$ cat config.mk
export PLATFORM = sky130hd
export DESIGN_NAME = dpram_fifo_ctrl
export DESIGN_NICKNAME = d
export VERILOG_FILES = /design/src/rtl/dpram_fifo_ctrl.sv
export SDC_FILE = /design/constraint.sdc
export NUM_CORES = 1
export LEC_CHECK = 0
export CAP_MARGIN = 20
export CORE_MARGIN = 3
export CORE_UTILIZATION = 48
export DETAILED_ROUTE_END_ITERATION = 16
export HOLD_SLACK_MARGIN = 0.1
export MAX_ROUTING_LAYER = met4
export PLACE_DENSITY = 0.8
export SETUP_SLACK_MARGIN = 0.15
export SYNTH_ARGS = -nofsm -noshare
export SYNTH_HDL_FRONTEND = slang
export SYNTH_SLANG_ARGS = --single-unit
$ cat constraint.sdc
create_clock -name clk -period 3.85 [get_ports clk]
set_input_delay 0.5775 -clock clk [delete_from_list [all_inputs] [get_ports clk]]
set_output_delay 0.5775 -clock clk [all_outputs]
set_load 0.1 [all_outputs]
$ cat src/rtl/dpram_fifo_ctrl.sv
// FIFO controller over an external dual-port RAM with a 2-entry FWFT output stage; 2-cycle empty latency.
// Writes stall only when the RAM is full or during flush; reads stall on m_ready with registered m_valid/m_data.
module dpram_fifo_ctrl #(
  parameter int DW    = 8,
  parameter int DEPTH = 256,
  parameter int AW    = $clog2(DEPTH),
  parameter int LW    = $clog2(DEPTH) + 2
) (
  input  logic          clk,
  input  logic          rst_n,
  input  logic          flush,
  input  logic          s_valid,
  output logic          s_ready,
  input  logic [DW-1:0] s_data,
  output logic          m_valid,
  input  logic          m_ready,
  output logic [DW-1:0] m_data,
  output logic [LW-1:0] level,
  output logic [AW-1:0] ram_addr_a,
  output logic          ram_wr_a,
  output logic [DW-1:0] ram_din_a,
  output logic [AW-1:0] ram_addr_b,
  output logic          ram_wr_b,
  output logic [DW-1:0] ram_din_b,
  input  logic [DW-1:0] ram_qout_b
);

  localparam logic [AW:0] RAM_FULL = DEPTH[AW:0];

  logic [AW-1:0] wr_ptr;
  logic [AW-1:0] rd_ptr;
  logic [AW:0]   ram_cnt;
  logic          in_flight;
  logic          skid_vld;
  logic [DW-1:0] skid_data;
  logic          accept;
  logic          pop;
  logic          issue;
  logic [1:0]    stage_busy;

  assign s_ready = (ram_cnt < RAM_FULL) && !flush;
  assign accept  = s_valid && s_ready;
  assign pop     = m_valid && m_ready;

  // Slots already claimed in the output stage once this cycle's pop is taken out.
  assign stage_busy = {1'b0, m_valid} + {1'b0, skid_vld} + {1'b0, in_flight} - {1'b0, pop};
  assign issue      = (ram_cnt != '0) && !flush && (stage_busy < 2'd2);

  assign ram_addr_a = wr_ptr;
  assign ram_wr_a   = accept;
  assign ram_din_a  = s_data;
  assign ram_addr_b = rd_ptr;
  assign ram_wr_b   = 1'b0;
  assign ram_din_b  = '0;

  assign level = LW'(ram_cnt) + LW'(in_flight) + LW'(m_valid) + LW'(skid_vld);

  always_ff @(posedge clk or negedge rst_n) begin
    if (!rst_n) begin
      wr_ptr    <= '0;
      rd_ptr    <= '0;
      ram_cnt   <= '0;
      in_flight <= 1'b0;
      m_valid   <= 1'b0;
      m_data    <= '0;
      skid_vld  <= 1'b0;
      skid_data <= '0;
    end else if (flush) begin
      // Clearing in_flight here drops any RAM word returning next cycle.
      wr_ptr    <= '0;
      rd_ptr    <= '0;
      ram_cnt   <= '0;
      in_flight <= 1'b0;
      m_valid   <= 1'b0;
      skid_vld  <= 1'b0;
    end else begin
      if (accept) wr_ptr <= wr_ptr + 1'b1;
      if (issue)  rd_ptr <= rd_ptr + 1'b1;
      if (accept && !issue)      ram_cnt <= ram_cnt + 1'b1;
      else if (!accept && issue) ram_cnt <= ram_cnt - 1'b1;
      in_flight <= issue;

      if (pop) begin
        if (skid_vld) begin
          m_data   <= skid_data;
          skid_vld <= in_flight;
          if (in_flight) skid_data <= ram_qout_b;
        end else begin
          m_valid <= in_flight;
          if (in_flight) m_data <= ram_qout_b;
        end
      end else if (in_flight) begin
        if (!m_valid) begin
          m_valid <= 1'b1;
          m_data  <= ram_qout_b;
        end else begin
          skid_vld  <= 1'b1;
          skid_data <= ram_qout_b;
        end
      end
    end
  end

endmodule

======== Word-level counts from Yosys, hierarchy flattened ========
Cells that the tools add are included.
cells by class
  add/sub/neg operators ................... 10
  magnitude comparators ................... 2
  equality and inequality tests ........... 4
  muxes and demuxes ....................... 26
  bitwise operators ....................... 1
  reduce and logical (&&, ||, !) cells .... 23
operators by type and width
  operator                                                                 count
  8-bit two-way mux                                                        13
  9-bit two-way mux                                                        3
  10-bit by 1-bit adder with 10-bit output                                 2
  8-bit by 1-bit adder with 8-bit output, second input constant            2
  9-bit by 1-bit adder with 10-bit output                                  1
  1-bit two-way mux                                                        10
  2-bit nonzero test                                                       5
  9-bit by 1-bit adder with 9-bit output, second input constant            1
  9-bit < comparator, second input constant                                1
  3-bit nonzero test                                                       3
  9-bit nonzero test                                                       1
  9-bit by 1-bit subtractor with 9-bit output, second input constant       1
  1-bit logical AND                                                        7
  5-bit AND reduction                                                      1
  2-bit inequality test, second input constant                             2
  2-bit AND reduction                                                      2
  4-bit AND reduction                                                      1
  1-bit logical NOT                                                        3
  3-bit inequality test, second input constant                             1
  1-bit by 1-bit adder with 2-bit output                                   1
  2-bit by 1-bit adder with 2-bit output                                   1
  2-bit < comparator, second input constant                                1
  2-bit by 1-bit inequality test with 1-bit output, second input constant  1
  2-bit by 1-bit subtractor with 2-bit output                              1
  1-bit inverter                                                           1
storage, ports and cells
  register bits after elaboration ......... 44
  input bits .............................. 21
  output and inout bits ................... 54
  logic and storage cells ................. 74

======== Depth between registers and ports, before layout ========
  depth in word-level cells ............... 9
  depth in mapped cells ................... 17

======== Least setup slack after synthesis ========
OpenSTA, ideal clock, no wires.
  path type ............................... register to register
  from .................................... reg m_valid
  to ...................................... reg ram_cnt[8]
  setup time .............................. 0.082 ns
  data arrival time ....................... 4.142 ns
  setup slack ............................. -0.374 ns
  stages on the path, launching flop included .. 17
  period minus slack after synthesis ...... 4.224 ns
  path through ............................ dfrtp_1 buf_6 nand2_1 ha_1 ha_1 a21oi_2 xnor2_1 a31o_2 buf_6 nand2_1 ha_1 o21ai_0 a21oi_1 o31ai_1 a21oi_1 or4_1 a31oi_1
on the way
  word-level cells in the longest chain between the ends .. 9
  elaborated cells on any way between the ends .. 12
  those cells by class .................... add/sub: 3; order compare: 1; mux: 2; reduce/logical: 6
ends and longest elaborated chain
  what                                             line  RTL
  start: declaration                               15    output logic m_valid,
  start signal: assignment                         89    m_valid <= in_flight;
  1-bit by 1-bit adder with 2-bit output           46    assign stage_busy = {1'b0, m_valid} + {1'b0, skid_vld} + {1'b0, in_flight} - {1'b0, pop};
  2-bit by 1-bit adder with 2-bit output           46
  2-bit by 1-bit subtractor with 2-bit output (*)  46
  2-bit < comparator (*)                           47    assign issue = (ram_cnt != '0) && !flush && (stage_busy < 2'd2);
  1-bit logical AND (*)                            47
  1-bit logical NOT                                79    if (accept && !issue) ram_cnt <= ram_cnt + 1'b1;
  1-bit logical AND                                79
  9-bit two-way mux                                79
  9-bit two-way mux                                68    end else if (flush) begin
  end signal: assignment                           79
  end signal: assignment                           80    else if (!accept && issue) ram_cnt <= ram_cnt - 1'b1;
  end: declaration                                 32    logic [AW:0] ram_cnt;
Every way passes the cells marked *; elsewhere a longest branch is shown, timed or not.
A chain may end at the register's enable or synchronous reset.

======== Worst setup path after layout ========
  from .................................... in m_ready
  to ...................................... reg ram_cnt[8]
on the way
  word-level cells in the longest chain between the ends .. 8
  elaborated cells on any way between the ends .. 10
  those cells by class .................... add/sub: 1; order compare: 1; mux: 2; reduce/logical: 6
ends and longest elaborated chain
  what                                             line  RTL
  start: declaration                               16    input logic m_ready,
  1-bit logical AND (*)                            43    assign pop = m_valid && m_ready;
  2-bit by 1-bit subtractor with 2-bit output (*)  46
  2-bit < comparator (*)                           47
  1-bit logical AND (*)                            47
  1-bit logical NOT                                79
  1-bit logical AND                                79
  9-bit two-way mux                                79
  9-bit two-way mux                                68
Marked as above.

==> flow_metrics.py <==
metrics = {
    "floorplanning": {
        "die_h_um": 80.5,
        "io_pins": 75,
        "die-area_um2": 6470,
        "start_util": 0.508,
        "die_w_um": 80.5,
        "core_um2": 5240,
        "rows": 26,
    },
    "layout": {
        "utilization": 0.644,
        "layout.nets": 369,
        "layout-drive-gt1-share": 0.166,
        "final_cell_count_no_fill": 401,
        "mostFrequentLayoutCells": "dfrtp_1, clkdlybuf4s50_1, nor2_1",
        "antenna_cells": 0,
        "syn_to_final_growth_pct": 26.8,
        "nFillCells": 441,
        "final_common_cell": "dfrtp_1",
    },
    "sta": {
        "drv_slew": 0,
        "report.final.setup_viol": 0,
        "worstMarginPinSlew_ns": 0.981,
        "timing.fmax_ghz": 0.280,
        "rsz0062_at_grt": "true",
        "hold_viol": 0,
        "min_period_ns": 3.58,
        "fin_worst_skew_ns": 0.00701,
        "max_slew_margin": 0.344,
        "fin_crit_sh": 0.929,
        "setup_tns_ns": 0,
    },
    "critical_path": {
        "r2r_slack_ns": 0.49,
        "required_ns": 4.07,
        "rr_worst_depth": 15,
        "cp_max_fo": 6,
        "critPathKind": "input port to flop",
        "r2r-start": "in_flight",
        "crit_path_end": "ram_cnt[8]",
        "critical_path.startpoint": "m_ready",
        "end_kind": "flop",
        "worstPathArrival_ns": 3.80,
        "start_kind": "input port",
        "reg2reg_to": "ram_cnt[8]",
    },
    "synth": {
        "synth-simple-area-share": 0.165,
        "synth_mux_area_frac": 0.0677,
        "synth.avg_cell_area_um2": 9.54,
        "synth_top_area_frac": 0.414,
        "synth_compound_area_frac": 0.101,
        "ys_seq_area_frac": 0.414,
        "synth_xor_area_frac": 0.0813,
        "yosys_warnings": 0,
        "synth-edff-count": 0,
        "async_flop_share": 1.00,
        "synth_fa_ha_area_frac": 0.0931,
        "syn_inst": 279,
        "dominantRegCellSynth": "dfrtp_1",
        "yosysUniqueCellTypes": 39,
        "synth_area_leader_cell": "dfrtp_1",
        "ys_ff_latch": 44,
        "synth_top_family_by_area": "simple AND/OR/NAND/NOR gates",
        "syn_area_um2": 2660,
        "synthTopCellsByArea": "dfrtp_1, ha_1, buf_4",
    },
    "detailed_routing": {
        "wl_um": 5770,
        "routed_via_density": 5.30,
        "wire_per_inst_um": 14.4,
        "dr.first_iter.drc_count": 104,
        "firstDrtPassIters": 4,
        "drc": 0,
        "ant_nets": 0,
        "dr_total_vias": 2127,
    },
    "placed_design": {
        "dpl.cell_count": 391,
        "gp_congestion": 1.00,
        "post-dp-hpwl_um": 4140,
        "port_buffers": 49,
    },
    "min_path": {
        "hp-class": "flop to flop",
    },
    "global_routing": {
        "grt_max_degree": 45,
        "use_met1": 0.249,
        "grt_use_met2": 0.309,
        "grt_pass1_wl_um": 9570,
        "grt_usage": 0.196,
        "antenna_found_initial": 0,
        "first_global_vias": 2089,
        "grt_util_met3": 0.0437,
        "grt.busiest_layer": "met2",
        "overflow": 0,
    },
    "clock_network": {
        "clockRootBuffer": "clkbuf_8",
        "clock_sinks": 44,
        "h-tree-depth": 2,
        "cts_buffer_depth": 2,
        "cts_tree": "done",
        "cts_setup_buffers": 0,
        "clk_latency_ns": 0.30,
        "clkSlewWorstSetupHoldPaths_ns": 0.08,
        "cts_made_buffers": 5,
    },
    "run": {
        "maxCapViolations": 0,
    },
    "run_status": {
        "outcome": "finished, final reports clean",
    },
}
[kinds of logic after synthesis]
kind of cell	after synthesis
simple gates	99
mux	17
buf+inv	33
compound gates	44
flops	44
other cells	1
fa+ha+maj	18
xor+xnor	23
[cell usage after synthesis, drive strengths merged, types with 3 or more instances]
cell type and n:
mux2 8, nand3 12, a211oi 3, o21ai 10, clkbuf 4, a31oi 3
a21oi 23, buf 21, dfrtp 44, fa 3, nand2 31, and3 4
ha 15, mux2i 9, xnor2 15, or3 3, xor2 8, nor2 34
nand4 5, nor3 4, inv 8
[per-stage QoR]
step	hold WS (ns)	worst slack, ns	instance area [µm²]
after floorplan	0.282	0.0229	2740
after global placement	0.467	0.00605	3200
after detailed placement	0.477	-0.0914	3200
after CTS	0.475	0.189	3330
after global routing	0.527	0.123	3370
final	0.477	0.274	3370
[state kept, by name (all words and copies together) (netlist names)]
register    flops
ram_cnt         9
m_data          8
ram_addr_a      8
ram_addr_b      8
skid_data       8
in_flight       1
m_valid         1
skid_vld        1
[worst max-delay path: stages]
cell and delay (ns):
clkdlybuf4s50_1 0.47, nand2_1 0.07, ha_1 0.28, ha_1 0.29, a21oi_2 0.14, xnor2_1 0.15
a31o_2 0.17, nand2_4 0.08, buf_4 0.14, ha_1 0.19, nor2_1 0.17, a21oi_2 0.10
o31ai_1 0.26, a21oi_1 0.14, or4_1 0.42, a31oi_1 0.15
[routing by layer]
metal / routed length [µm] / part of all wire / vias up
met5: 0 / 0 / -
met4: 111 / 0.019 / 0
met3: 273 / 0.047 / 10
met2: 2820 / 0.49 / 57
met1: 2570 / 0.44 / 1031
li1: - / - / 1029
[worst min path at each step]
| stage | depth (start not counted) | from | end |
|---|---|---|---|
| floorplan | 0 | rst_n | in_flight |
| global placement | 1 | ram_addr_a[7] | ram_addr_a[7] |
| detailed placement | 1 | ram_addr_a[7] | ram_addr_a[7] |
| CTS | 1 | rst_n | skid_data[3] |
| global route | 1 | skid_data[4] | skid_data[4] |
| finish | 1 | ram_addr_a[7] | ram_addr_a[7] |
[cell type report]
| type | count | area [µm²] | share of cell area |
|---|---|---|---|
| inverter | 8 | 30.0 | 0.00890 |
| tap | 70 | 87.6 | 0.0260 |
| timing repair buffer | 61 | 573 | 0.170 |
| multi-input combinational | 210 | 1450 | 0.429 |
| clock inverter | 2 | 60.1 | 0.0178 |
| sequential | 44 | 1100 | 0.327 |
| clock buffer | 6 | 72.6 | 0.0215 |
[repair_timing]
action,in CTS,in global routing
resized for setup,0,5
endpoints found under the setup margin,0,2
hold endpoints to repair,0,3
hold buffers,0,1
Power is left out: the tool's default activity adds up to more than one toggle a clock period on the data nets, which glitch-free logic cannot reach.
